===== config.mk =====
export PLATFORM = sky130hd
export DESIGN_NAME = serial_seq_controller
export DESIGN_NICKNAME = d
export VERILOG_FILES = /design/src/rtl/serial_seq_controller.sv
export SDC_FILE = /design/constraint.sdc
export NUM_CORES = 1
export LEC_CHECK = 0
export ABC_AREA = 1
export BUFFER_PORTS_ARGS = -buffer_cell sky130_fd_sc_hd__buf_2
export CELL_PAD_IN_SITES_DETAIL_PLACEMENT = 2
export CELL_PAD_IN_SITES_GLOBAL_PLACEMENT = 2
export CORE_MARGIN = 5
export CORE_UTILIZATION = 23
export DETAILED_ROUTE_END_ITERATION = 10
export PLACE_DENSITY_LB_ADDON = 0.3
export RECOVER_POWER = 50
export SLEW_MARGIN = 20
export SYNTH_ARGS = -nofsm -noshare
export SYNTH_HDL_FRONTEND = slang
export SYNTH_SLANG_ARGS = --single-unit

===== constraint.sdc =====
create_clock -name i_clk -period 1.4 [get_ports i_clk]
set_clock_uncertainty 0.15 [all_clocks]
set_input_delay 0.07 -clock i_clk [delete_from_list [all_inputs] [get_ports i_clk]]
set_output_delay 0.07 -clock i_clk [all_outputs]
set_load 0.005 [all_outputs]

===== src/rtl/serial_seq_controller.sv =====
// ---------------------------------------------------------------------------
// serial_seq_controller
//
// Purpose:
//   Sequences a bit-serial datapath through N_BITS shift-enable cycles per
//   operation. It supports single-shot and continuous (auto-restart) modes,
//   pause (hold), restart (load) and cancel (abort).
//
// Ports:
//   i_clk      - single clock; all state updates on the rising edge
//   i_reset    - asynchronous, active-low reset
//   i_load     - operation request; restarts the sequence if already running
//   i_hold     - pause; freezes the sequence while high
//   i_abort    - cancel the current operation without a done pulse
//   i_mode     - 0 = single-shot, 1 = continuous
//   o_shift_en - datapath shift/step enable
//   o_first    - shift_en cycle with count == 0
//   o_last     - shift_en cycle with count == N_BITS-1
//   o_count    - current bit index
//   o_busy     - high while the FSM is in RUN
//   o_done     - registered one-cycle completion pulse
// ---------------------------------------------------------------------------
module serial_seq_controller #(
    parameter int N_BITS = 8,
    parameter int CNT_W  = 4
) (
    input  logic             i_clk,
    input  logic             i_reset,
    input  logic             i_load,
    input  logic             i_hold,
    input  logic             i_abort,
    input  logic             i_mode,
    output logic             o_shift_en,
    output logic             o_first,
    output logic             o_last,
    output logic [CNT_W-1:0] o_count,
    output logic             o_busy,
    output logic             o_done
);

    typedef enum logic {
        S_IDLE = 1'b0,
        S_RUN  = 1'b1
    } state_t;

    localparam logic [CNT_W-1:0] LAST_IDX = CNT_W'(N_BITS - 1);

    state_t           r_state;
    state_t           w_state_nxt;
    logic [CNT_W-1:0] r_count;
    logic [CNT_W-1:0] w_count_nxt;
    logic             r_done;
    logic             w_done_nxt;
    logic             w_shift_en;

    // State register: FSM state, bit counter and the registered done pulse.
    always_ff @(posedge i_clk or negedge i_reset) begin
        if (!i_reset) begin
            r_state <= S_IDLE;
            r_count <= '0;
            r_done  <= 1'b0;
        end else begin
            r_state <= w_state_nxt;
            r_count <= w_count_nxt;
            r_done  <= w_done_nxt;
        end
    end

    // Next-state logic. Priority: abort > load > hold > advance.
    // done defaults low, so a restart or abort never produces a pulse.
    always_comb begin
        w_state_nxt = r_state;
        w_count_nxt = r_count;
        w_done_nxt  = 1'b0;
        if (i_abort) begin
            w_state_nxt = S_IDLE;
            w_count_nxt = '0;
        end else if (i_load) begin
            w_state_nxt = S_RUN;
            w_count_nxt = '0;
        end else if (w_shift_en) begin
            if (r_count == LAST_IDX) begin
                // mode is only looked at here, on the final step of a pass;
                // in continuous mode the count wraps with no gap cycle.
                w_state_nxt = i_mode ? S_RUN : S_IDLE;
                w_count_nxt = '0;
                w_done_nxt  = 1'b1;
            end else begin
                w_count_nxt = r_count + CNT_W'(1);
            end
        end
    end

    // Output logic: shift_en depends combinationally on hold so a pause
    // takes effect in the same cycle it is raised.
    always_comb begin
        o_busy     = (r_state == S_RUN);
        w_shift_en = (r_state == S_RUN) && !i_hold;
        o_shift_en = w_shift_en;
        o_first    = w_shift_en && (r_count == '0);
        o_last     = w_shift_en && (r_count == LAST_IDX);
        o_count    = r_count;
        o_done     = r_done;
    end

endmodule


* Yosys cells after proc, flatten, opt, wreduce, memory -nomap -nowiden
Cells that the tools add are included. Widths: inputs -> output; s select.
Operators by class: add/subtract/negate cells 1, multiply operators 0, divide/modulo/power cells 0, magnitude comparators 0, eq/ne operators 1, shift operators 0, muxes and demuxes 13, bitwise gates (word level) 0, reductions and logical operators 8
Operator list (count):
- $mux 4 | 4
- $mux 1 | 9
- $reduce_bool 3->1 | 2
- $add 4x1->4 const B | 1
- $eq 4x3->1 const B | 1
- $logic_not 4->1 | 1
- $logic_and 1x1->1 | 3
- $reduce_and 2->1 | 1
- $logic_not 1->1 | 1
Storage, ports and cells: flip-flop bits (word level) 6, latch bits 0, RAM bits 0, ROM bits 0, input port bits 6, word-level logic and storage cells 26, memories 0

* Logic depth before layout (Yosys ltp)
Gate-level depths: netlist of the first run.
word-level depth 5, depth in mapped cells 6, depth with buffers taken out 6

* Least setup slack after synthesis of the first run
OpenSTA, ideal clock, no wires.
path type register -> register, start register r_count[1] (netlist: o_count[1]), end register r_state (netlist: o_busy), arrival time 0.918 ns, data required time 1.133 ns, path slack 0.215 ns, cell stages (with the launch flop) 7, path buffers 0, cells stage by stage dfrtp_1 ha_1 nand2_1 nor2_1 nand2_1 o21ai_1 inv_1
On the way: word-level cells in the longest chain between the ends 3
RTL lines:
- from (decl) | RTL line 50 | logic [CNT_W-1:0] r_count;
- from (signal assigned) | RTL line 64 | r_count <= w_count_nxt;
- $eq 4x3->1 | RTL line 82 | if (r_count == LAST_IDX) begin
- $reduce_bool 3->1 (no source line)
- $reduce_and 2->1 (no source line)
- to (signal assigned) | RTL line 63 | r_state <= w_state_nxt;
- to (decl) | RTL line 48 | state_t r_state;
No other way between the ends. A chain may end at the register's enable or synchronous reset.

* Final worst setup path of the first run
start register r_count[1] (netlist: o_count[1]), end output port o_first
On the way: word-level cells in the longest chain between the ends 2
RTL lines:
- $logic_not 4->1 | RTL line 100 | o_first = w_shift_en && (r_count == '0);
- $logic_and 1x1->1 | RTL line 100
- to (decl) | RTL line 34 | output logic o_first,
No other way between the ends.

==> impl_metrics.yaml, run 1 <==
sta:
  max_freq_mhz: 705
  period_share_pct: 101
  hold_viol: 0
  finalSetupViolations: 3
  finalMaxSlewViolations: 0
  min_period_ns: 1.42
  rsz0062_at_grt: "yes"
  setup_ws_ns: -0.0193
  tightestPinTransition_ns: 0.347
  slew_headroom_pct: 76.9
  hold_slack_ns: 0.0404
cts:
  root_buffer: "clkbuf_4"
  clock_path_buffers: 2
  cts_tree: "done"
  cts_buffers: 3
  clk_latency_ns: 0.24
  clk_transition_reported_paths_ns: 0.05
  cts.sinks: 6
  htreeDepth: 1
floorplanning:
  core.rowCount: 14
  core_area_mm2: 0.00151
  pin_count: 15
  start_util_pct: 24.2
  die-area_mm2: 0.00248
  fp.dieH_um: 49.8
  fp.dieW_um: 49.8
final_layout:
  layout-drive-gt1-share_pct: 45.3
  diodes: 0
  finish.instance_area_um2: 604
  fill_cells: 185
  layout.cells.non_filler: 91
  area_growth_pct: 66.0
  nNetsFinal: 85
route:
  m1WireLength_um: 430
  post_drt_via_cell_ratio: 4.55
  totalWireLength_um: 1220
  highest_layer: "met4"
  met2_length_um: 700
  route.met3.wl_um: 78
  drt_iter0_markers: 3
  firstDrtPassIters: 4
  antenna_left: 0
  dr_total_vias: 414
  remaining_drc_errors: 0
  wire_per_inst_um: 13.4
yosys:
  synth.distinct_cells: 15
  async_flop_share_pct: 100
  syn_area_um2: 364
  synth_top_area_share_pct: 41.2
  synth.area.top_cells: "dfrtp_1 (41%), inv_1 (8.2%), nand2_1 (7.2%), nor2_1 (7.2%), ha_1 (6.9%)"
  synth_commonest_cells: "inv_1 (8), nand2_1 (7), nor2_1 (7), dfrtp_1 (6)"
  synthesis.nets: 56
  postSynthCellCount: 48
  synth_edf_count: 0
  yosysWarnings: 0
  avgSynthCellArea_um2: 7.59
  synth_area_leader_cell: "dfrtp_1"
  synth_ff_type: "dfrtp_1"
  synth_seq_area_share_pct: 41.2
  ys_ff_latch: 6
  synth_most_common_cell: "inv_1"
pwr:
  peakVddDrop_mv: 0.321
  p_total_uw: 413
  power_density_mw_per_mm2: 683
  p_leak_nw: 0.307
global_route:
  antenna_found_initial: 0
  grt_first_pass_wirelength_um: 1930
  globalRouteOverflowTotal: 0
  grt_pass1_vias: 439
  grt_use_total_pct: 10.5
  grt_max_degree: 7
setup_path:
  ff2ff_setup_slack_ns: -0.01
  max_stage_delay_ns: 0.39
  worst-path-max-fanout: 4
  crit_path_end_kind: "primary output"
  startpoint_type: "flip-flop"
  critPathKind: "flip-flop to primary output"
  crit_path_cell_trace: "buf_6 > inv_2 > ha_4 > nand3_1 > nor2_1 > buf_2"
  critPathBufInv: 3
  crit_arrival_ns: 1.20
  timing.critical_path.slowest_stage_cell: "dfrtp_1"
  cp_top_family: "flip-flops"
  required_ns: 1.18
place:
  gp_congestion: 0.691
  dp_slack_ns: 0.00876
  post_dp_cell_area_um2: 454
  port_buffers: 14
  post-dp-hpwl_um: 805
  dp_cells: 78
min_path:
  min_path_type: "primary input to flip-flop"
status:
  violations: "setup timing"
  status: "finished with violations"
flow_run:
  drv_cap: 0
cell usage in the layout (no fill, tap or decap):
| master | count |
|---|---|
| buf_2 | 11 |
| inv_1 | 6 |
| nor2_1 | 6 |
| dfrtp_1 | 6 |
| nand2_1 | 5 |
| nand2_2 | 4 |
| dlygate4sd3_1 | 4 |
| buf_4 | 4 |
| inv_2 | 3 |
| nor2_4 | 3 |
| nand3_1 | 3 |
| o21ai_0 | 3 |
| clkbuf_4 | 3 |
| buf_6 | 3 |
| nor3_1 | 2 |
| a21oi_1 | 2 |
| clkbuf_1 | 2 |
| or2_1 | 1 |
| o21ai_2 | 1 |
| nand4_1 | 1 |
| ha_4 | 1 |
| ha_2 | 1 |
cell families (layout without fill, tap and decap cells):
kind of cell | count (synthesis) | in the layout | synth area share, %
flip-flops | 6 | 6 | 41.2
buffers and inverters | 9 | 36 | 9.28
adder cells (fa/ha/maj) | 2 | 2 | 6.87
AO/OA/AOI/OAI | 6 | 6 | 8.25
AND/OR/NAND/NOR | 25 | 25 | 34.4
worst register-to-register path: stages (launching register included):
cell and delay, ns:
dfrtp_1 0.39, ha_2 0.21, buf_4 0.13, buf_4 0.12, inv_1 0.07, o21ai_0 0.10
nand2_1 0.08, nor2_1 0.04
state kept, by name (all words and copies together), names as in the netlist:
register / count
o_count: 4
o_busy: 1
o_done: 1
report_power, final:
group / total, mW / switching [mW] / internal [mW]
registers: 0.181 / 0.00307 / 0.178
logic: 0.0724 / 0.0386 / 0.0338
clock network: 0.159 / 0.0623 / 0.0970
what timing repair did:
item	in CTS	in global routing
pin swaps	3	4
hold buffers	4	0
resized for setup	2	11
endpoints found under the hold margin	10	0
setup endpoints to repair	3	4
setup buffers	4	2
layout make-up:
cell class | instances | area, µm² | area share, %
inverters | 9 | 33.8 | 5.59
well taps | 16 | 20.0 | 3.31
clock buffers | 3 | 22.5 | 3.73
repair buffers | 24 | 166 | 27.5
multi-input cells | 33 | 211 | 35.0
flip-flops and latches | 6 | 150 | 24.8
metal layers:
layer	global-route usage, %	vias to the layer above
li1	-	204
met1	11.5	195
met2	17.6	13
met3	2.11	2
met4	7.86	0
met5	0	-
worst paths after layout:
check	start	endpoint	cells past startpoint
max in group asynchronous	i_reset	o_count[1]	2
min in group asynchronous	i_reset	o_count[0]	2
worst min-delay path	i_hold	o_count[0]	4
worst min register to register	o_count[3]	o_count[3]	2
worst max-delay path	o_count[1]	o_first	6
worst max register to register	o_count[0]	o_count[2]	7
metrics by stage:
stage,utilization (%),setup TNS [ns]
finish,40.1,-0.0484
global route,40.1,-0.464
CTS,36.7,-0.124
detailed placement,30.1,0
global placement,30.1,0
floorplan,-,0
(Power assumes the default switching activity.)
==> run 2: changes to the inputs <==
--- a/config.mk
+++ b/config.mk
@@ -6,12 +6,12 @@
 export NUM_CORES = 1
 export LEC_CHECK = 0
 export ABC_AREA = 1
-export BUFFER_PORTS_ARGS = -buffer_cell sky130_fd_sc_hd__buf_2
 export CELL_PAD_IN_SITES_DETAIL_PLACEMENT = 2
 export CELL_PAD_IN_SITES_GLOBAL_PLACEMENT = 2
 export CORE_MARGIN = 5
-export CORE_UTILIZATION = 23
+export CORE_UTILIZATION = 28
 export DETAILED_ROUTE_END_ITERATION = 10
+export DONT_BUFFER_PORTS = 1
 export PLACE_DENSITY_LB_ADDON = 0.3
 export RECOVER_POWER = 50
 export SLEW_MARGIN = 20
==> run 2 against run 1 <==
The run now ends clean. Non-clock buffer count fell by 13. Final cell count fell by 15%. Sequential share of layout area rose by 1.5 points. Register-to-register slack improved by 0.03 ns. Die area fell by 14%. Count of clock-buffer cells in the layout did not move. Combinational power fell by 2%. Clock power rose by 12%. Global-route usage rose by 4.8 points. Hold slack improved by 0.37 ns. Via count fell by 4.3%. Largest cell class unchanged. Largest power group unchanged. Highest routed layer unchanged.
==> impl_metrics.yaml, run 2 (same netlist as run 1, synthesis figures left out) <==
setup_path:
  reg2reg_to: "o_busy"
  crit_arrival_ns: 1.17
  ff2ff_setup_slack_ns: 0.02
  required_ns: 1.18
  startpoint_type: "flip-flop"
  crit_end: "o_last"
  crit_start: "o_count[1]"
  crit_path_end_kind: "primary output"
  worst-path-max-fanout: 3
  ff2ff_path_depth: 7
  critPathKind: "flip-flop to primary output"
  r2r-start: "o_count[1]"
floorplanning:
  fp.dieW_um: 46.1
  pin_count: 15
  fp.dieH_um: 46.1
  core.rowCount: 13
  start_util_pct: 28.7
  die-area_mm2: 0.00212
  core_area_mm2: 0.00127
status:
  status: "finished, final reports clean"
final_layout:
  largest_reg_flops: 4
  nNetsFinal: 72
  postLayoutCoreUtil_pct: 45.3
  finish.instance_area_um2: 574
  multi_input_area_um2: 246
  fill_cells: 144
  area_growth_pct: 57.7
  diodes: 0
  layout_common_cells: "dlygate4sd3_1 (6), inv_1 (5), nand2_1 (5), nor2_1 (5), dfrtp_1 (5)"
  layout-drive-gt1-share_pct: 40.3
  final-seq-area_um2: 151
  layout_commonest_cell: "dlygate4sd3_1"
  layout.cells.non_filler: 77
sta:
  tightestPinTransition_ns: 0.326
  finalMaxSlewViolations: 0
  period_share_pct: 99.6
  hold_viol: 0
  max_freq_mhz: 717
  fin_tns_setup_ns: 0
  min_period_ns: 1.39
  hold_slack_ns: 0.408
  slew_headroom_pct: 78.2
  setup_ws_ns: 0.00592
  finalSetupViolations: 0
  rsz0062_at_grt: "yes"
global_route:
  grt_use_total_pct: 15.4
  grt_first_pass_wirelength_um: 2060
  antenna_found_initial: 0
  globalRouteOverflowTotal: 0
  grt_pass1_vias: 436
  grt_max_degree: 7
place:
  gp_congestion: 0.756
  dp_slack_ns: 0.0486
  dp_cells: 64
  port_buffers: 0
  post-dp-hpwl_um: 915
  post_dp_cell_area_um2: 390
route:
  firstDrtPassIters: 3
  post_drt_via_cell_ratio: 5.14
  dr_total_vias: 396
  wire_per_inst_um: 19.0
  remaining_drc_errors: 0
  totalWireLength_um: 1470
  drt_iter0_markers: 4
  antenna_left: 0
cts:
  clock_path_buffers: 2
  clk_transition_reported_paths_ns: 0.05
  htreeDepth: 1
  cts_tree: "done"
  clk_latency_ns: 0.26
  cts.sinks: 6
  root_buffer: "clkbuf_4"
  cts_buffers: 3
pwr:
  power_density_mw_per_mm2: 753
  p_leak_nw: 0.268
  p_total_uw: 433
  peakVddDrop_mv: 0.410
min_path:
  min_path_type: "primary input to flip-flop"
flow_run:
  drv_cap: 0
[run 2: cell types whose count changed in the layout (fill, tap and decap cells not counted), moves of 2 or more]
cell	change
buf_6	-2
buf_2	-11
dlygate4sd3_1	+2
clkbuf_1	-2
[run 2: metal layers]
metal  routed length [µm]  global-route usage [%]
met5                    0                       0
met4                   78                    15.3
met3                   78                    4.30
met2                  853                    28.0
met1                  455                    12.5
[run 2: how the worst min path moves through the flow]
stage	startpoint	endpoint	slack (ns)	cells after the start
floorplan	i_reset	o_busy	-0.38	0
global placement	i_reset	o_count[2]	-0.38	0
detailed placement	i_reset	o_count[3]	-0.38	0
CTS	i_load	o_done	0.39	2
global route	i_load	o_done	0.41	2
finish	i_load	o_done	0.41	2
[run 2: power breakdown]
part           leakage [nW]  switching (mW)  internal [mW]
combinational         0.175          0.0395         0.0316
clock                0.0138          0.0796         0.0981
sequential           0.0798         0.00608          0.178
total                 0.268           0.125          0.307
[run 2: final cells by class]
type                    count  share of cell area [%]
well taps                  15                    3.27
clock buffers               3                    3.92
inverters                   9                    5.88
repair buffers             11                    17.6
multi-input cells          33                    42.9
flip-flops and latches      6                    26.4
[run 2: what timing repair did]
item,4_1_cts,5_1_grt
hold endpoints to repair,12,0
pin swaps,1,4
endpoints found under the setup margin,2,6
gates resized for setup,3,17
hold buffers,6,0
buffers inserted,2,2
gates cloned,0,0
[run 2: critical path, cell delays in order (launching register included)]
cell	delay, ns
dfrtp_1	0.43
ha_4	0.18
nand2_4	0.05
nor2_4	0.11
nand2_2	0.08
inv_2	0.06
==> run 3: changes to the inputs <==
--- a/config.mk
+++ b/config.mk
@@ -5,15 +5,14 @@
 export SDC_FILE = /design/constraint.sdc
 export NUM_CORES = 1
 export LEC_CHECK = 0
-export ABC_AREA = 1
+export ABC_AREA = 0
 export CELL_PAD_IN_SITES_DETAIL_PLACEMENT = 2
 export CELL_PAD_IN_SITES_GLOBAL_PLACEMENT = 2
-export CORE_MARGIN = 5
-export CORE_UTILIZATION = 28
+export CORE_AREA = 5 5 42 44
 export DETAILED_ROUTE_END_ITERATION = 10
+export DIE_AREA = 0 0 47 49
 export DONT_BUFFER_PORTS = 1
 export PLACE_DENSITY_LB_ADDON = 0.3
-export RECOVER_POWER = 50
 export SLEW_MARGIN = 20
 export SYNTH_ARGS = -nofsm -noshare
 export SYNTH_HDL_FRONTEND = slang
==> run 3 against run 2 <==
The flow now finishes with violations (setup timing). Global-route usage fell by 3.0 points. Area after synthesis fell by 10%. Synthesized cell count fell by 33%. Sequential share of layout area fell by 0.58 points. Non-clock buffer count rose by 6. Clock power fell by 12%. Sequential cell count did not move. Sequential power barely moved. Largest power group unchanged. Highest routed layer unchanged.
==> impl_metrics.yaml, run 3 <==
final_layout:
  postLayoutCoreUtil_pct: 42.6
  layout.cells.non_filler: 68
  nNetsFinal: 62
  layout-drive-gt1-share_pct: 55.8
  fill_cells: 143
  diodes: 0
  area_growth_pct: 82.8
  finish.instance_area_um2: 597
  largest_reg_flops: 4
  layout_common_cells: "buf_4 (10), dlygate4sd3_1 (6)"
  layout_commonest_cell: "buf_4"
setup_path:
  crit_path_end_kind: "primary output"
  critPathKind: "flip-flop to primary output"
  ff2ff_path_depth: 5
  required_ns: 1.18
  r2r-start: "o_count[1]"
  reg2reg_to: "o_count[0]"
  worst-path-max-fanout: 4
  startpoint_type: "flip-flop"
  ff2ff_setup_slack_ns: 0
  crit_arrival_ns: 1.19
sta:
  period_share_pct: 100
  slew_headroom_pct: 80.4
  min_period_ns: 1.41
  hold_viol: 0
  finalMaxSlewViolations: 0
  hold_slack_ns: 0.0214
  max_freq_mhz: 711
  tightestPinTransition_ns: 0.294
  setup_ws_ns: -0.00629
  rsz0062_at_grt: "yes"
  finalSetupViolations: 2
  fin_tns_setup_ns: -0.00734
status:
  status: "finished with violations"
  violations: "setup timing"
yosys:
  yosysWarnings: 0
  synth_top_area_share_pct: 46.0
  synth_seq_area_share_pct: 46.0
  synthesis.nets: 40
  avgSynthCellArea_um2: 10.2
  postSynthCellCount: 32
  synth_commonest_cells: "dfrtp_1 (6), inv_1 (3), nor2_1 (3), nor3_1 (3)"
  async_flop_share_pct: 100
  ys_ff_latch: 6
  synth_edf_count: 0
  synth.area.top_cells: "dfrtp_1 (46%), ha_1 (7.7%), nor3_1 (4.6%), nand3b_1 (4.6%), nand2b_4 (4.2%)"
  synth_most_common_cell: "dfrtp_1"
  syn_area_um2: 327
  synth.distinct_cells: 17
  synth_area_leader_cell: "dfrtp_1"
  synth_ff_type: "dfrtp_1"
route:
  post_drt_via_cell_ratio: 4.85
  dr_total_vias: 330
  firstDrtPassIters: 4
  wire_per_inst_um: 17.4
  totalWireLength_um: 1190
  remaining_drc_errors: 0
  antenna_left: 0
  drt_iter0_markers: 2
global_route:
  grt_pass1_vias: 397
  grt_first_pass_wirelength_um: 1880
  globalRouteOverflowTotal: 0
  antenna_found_initial: 0
  grt_use_total_pct: 12.4
  grt_max_degree: 8
cts:
  clock_path_buffers: 2
  clk_transition_reported_paths_ns: 0.04
  cts.sinks: 6
  clk_latency_ns: 0.24
  cts_tree: "done"
  root_buffer: "clkbuf_4"
  htreeDepth: 1
  cts_buffers: 3
pwr:
  peakVddDrop_mv: 0.331
  power_density_mw_per_mm2: 667
  p_total_uw: 398
  p_leak_nw: 0.235
place:
  dp_slack_ns: 0.00278
  gp_congestion: 0.715
  dp_cells: 50
  post-dp-hpwl_um: 750
  post_dp_cell_area_um2: 362
  port_buffers: 0
floorplanning:
  fp.dieW_um: 47
  pin_count: 15
  start_util_pct: 23.3
  core_area_mm2: 0.00140
  fp.dieH_um: 49
  core.rowCount: 14
  die-area_mm2: 0.00230
min_path:
  min_path_cells: 3
  holdPathEnd: "o_count[2]"
  min_path_type: "primary input to flip-flop"
  min_from: "i_hold"
flow_run:
  drv_cap: 0
[run 3: cell types whose count changed after synthesis, moves of 2 or more]
cell	delta
a21oi_1	-2
inv_1	-5
nand2_1	-6
nand2_2	-2
nand3b_1	+2
nor2_1	-4
nor2_4	-2
nor4_1	+2
o21ai_0	-2
[run 3: routing by layer]
layer  GRT usage [%]  vias up  part of all wire, %
li1                -      157                    -
met1            10.5      160                   32
met2            23.1       11                   61
met3            2.95        2                  7.3
met4            8.29        0                 0.42
met5               0        -                    0
[run 3: worst max path at each step]
| stage | from | endpoint | slack, ns | cells past startpoint |
|---|---|---|---|---|
| after detailed placement | o_count[1] | o_busy | 0.003 | 4 |
| after global routing | o_count[0] | o_last | -0.08 | 3 |
| final | o_count[0] | o_last | -0.006 | 3 |
| after global placement | o_count[0] | o_count[3] | 0.02 | 3 |
| after CTS | o_count[1] | o_last | -0.03 | 3 |
| after floorplan | o_count[0] | o_count[3] | 0.08 | 3 |
[run 3: final cells by class]
cell class	count	area, µm²	share of cell area (%)
Clock buffer	3	22.5	3.77
Inverter	3	17.5	2.94
Multi-Input combinational cell	23	236	39.6
Sequential cell	6	154	25.8
Tap cell	16	20.0	3.35
Timing Repair Buffer	17	146	24.5
[run 3: power breakdown]
group	internal [mW]	total [mW]	switching, mW
clock	0.0968	0.156	0.0596
sequential	0.177	0.182	0.00490
combinational	0.0312	0.0598	0.0286
[run 3: critical path, cell delays in order, from the launching register on]
cell	delay, ns
dfrtp_1	0.40
ha_4	0.17
nand3b_1	0.18
nor2_2	0.19
[run 3: what timing repair did]
action,in CTS,in global routing
cloned,0,0
hold endpoints to repair,12,0
pin swaps,1,4
hold buffers,6,0
gates resized for setup,11,10
buffers inserted,5,4
setup endpoints to repair,3,7
[run 3: logic make-up after synthesis]
| group | count (synthesis) | synth area share, % |
|---|---|---|
| AND/OR/NAND/NOR | 15 | 27.6 |
| flip-flops | 6 | 46.0 |
| AO/OA/AOI/OAI | 4 | 9.58 |
| buffers and inverters | 3 | 3.45 |
| adder cells (fa/ha/maj) | 2 | 7.66 |
| XOR/XNOR | 1 | 2.68 |
| multiplexers | 1 | 3.07 |
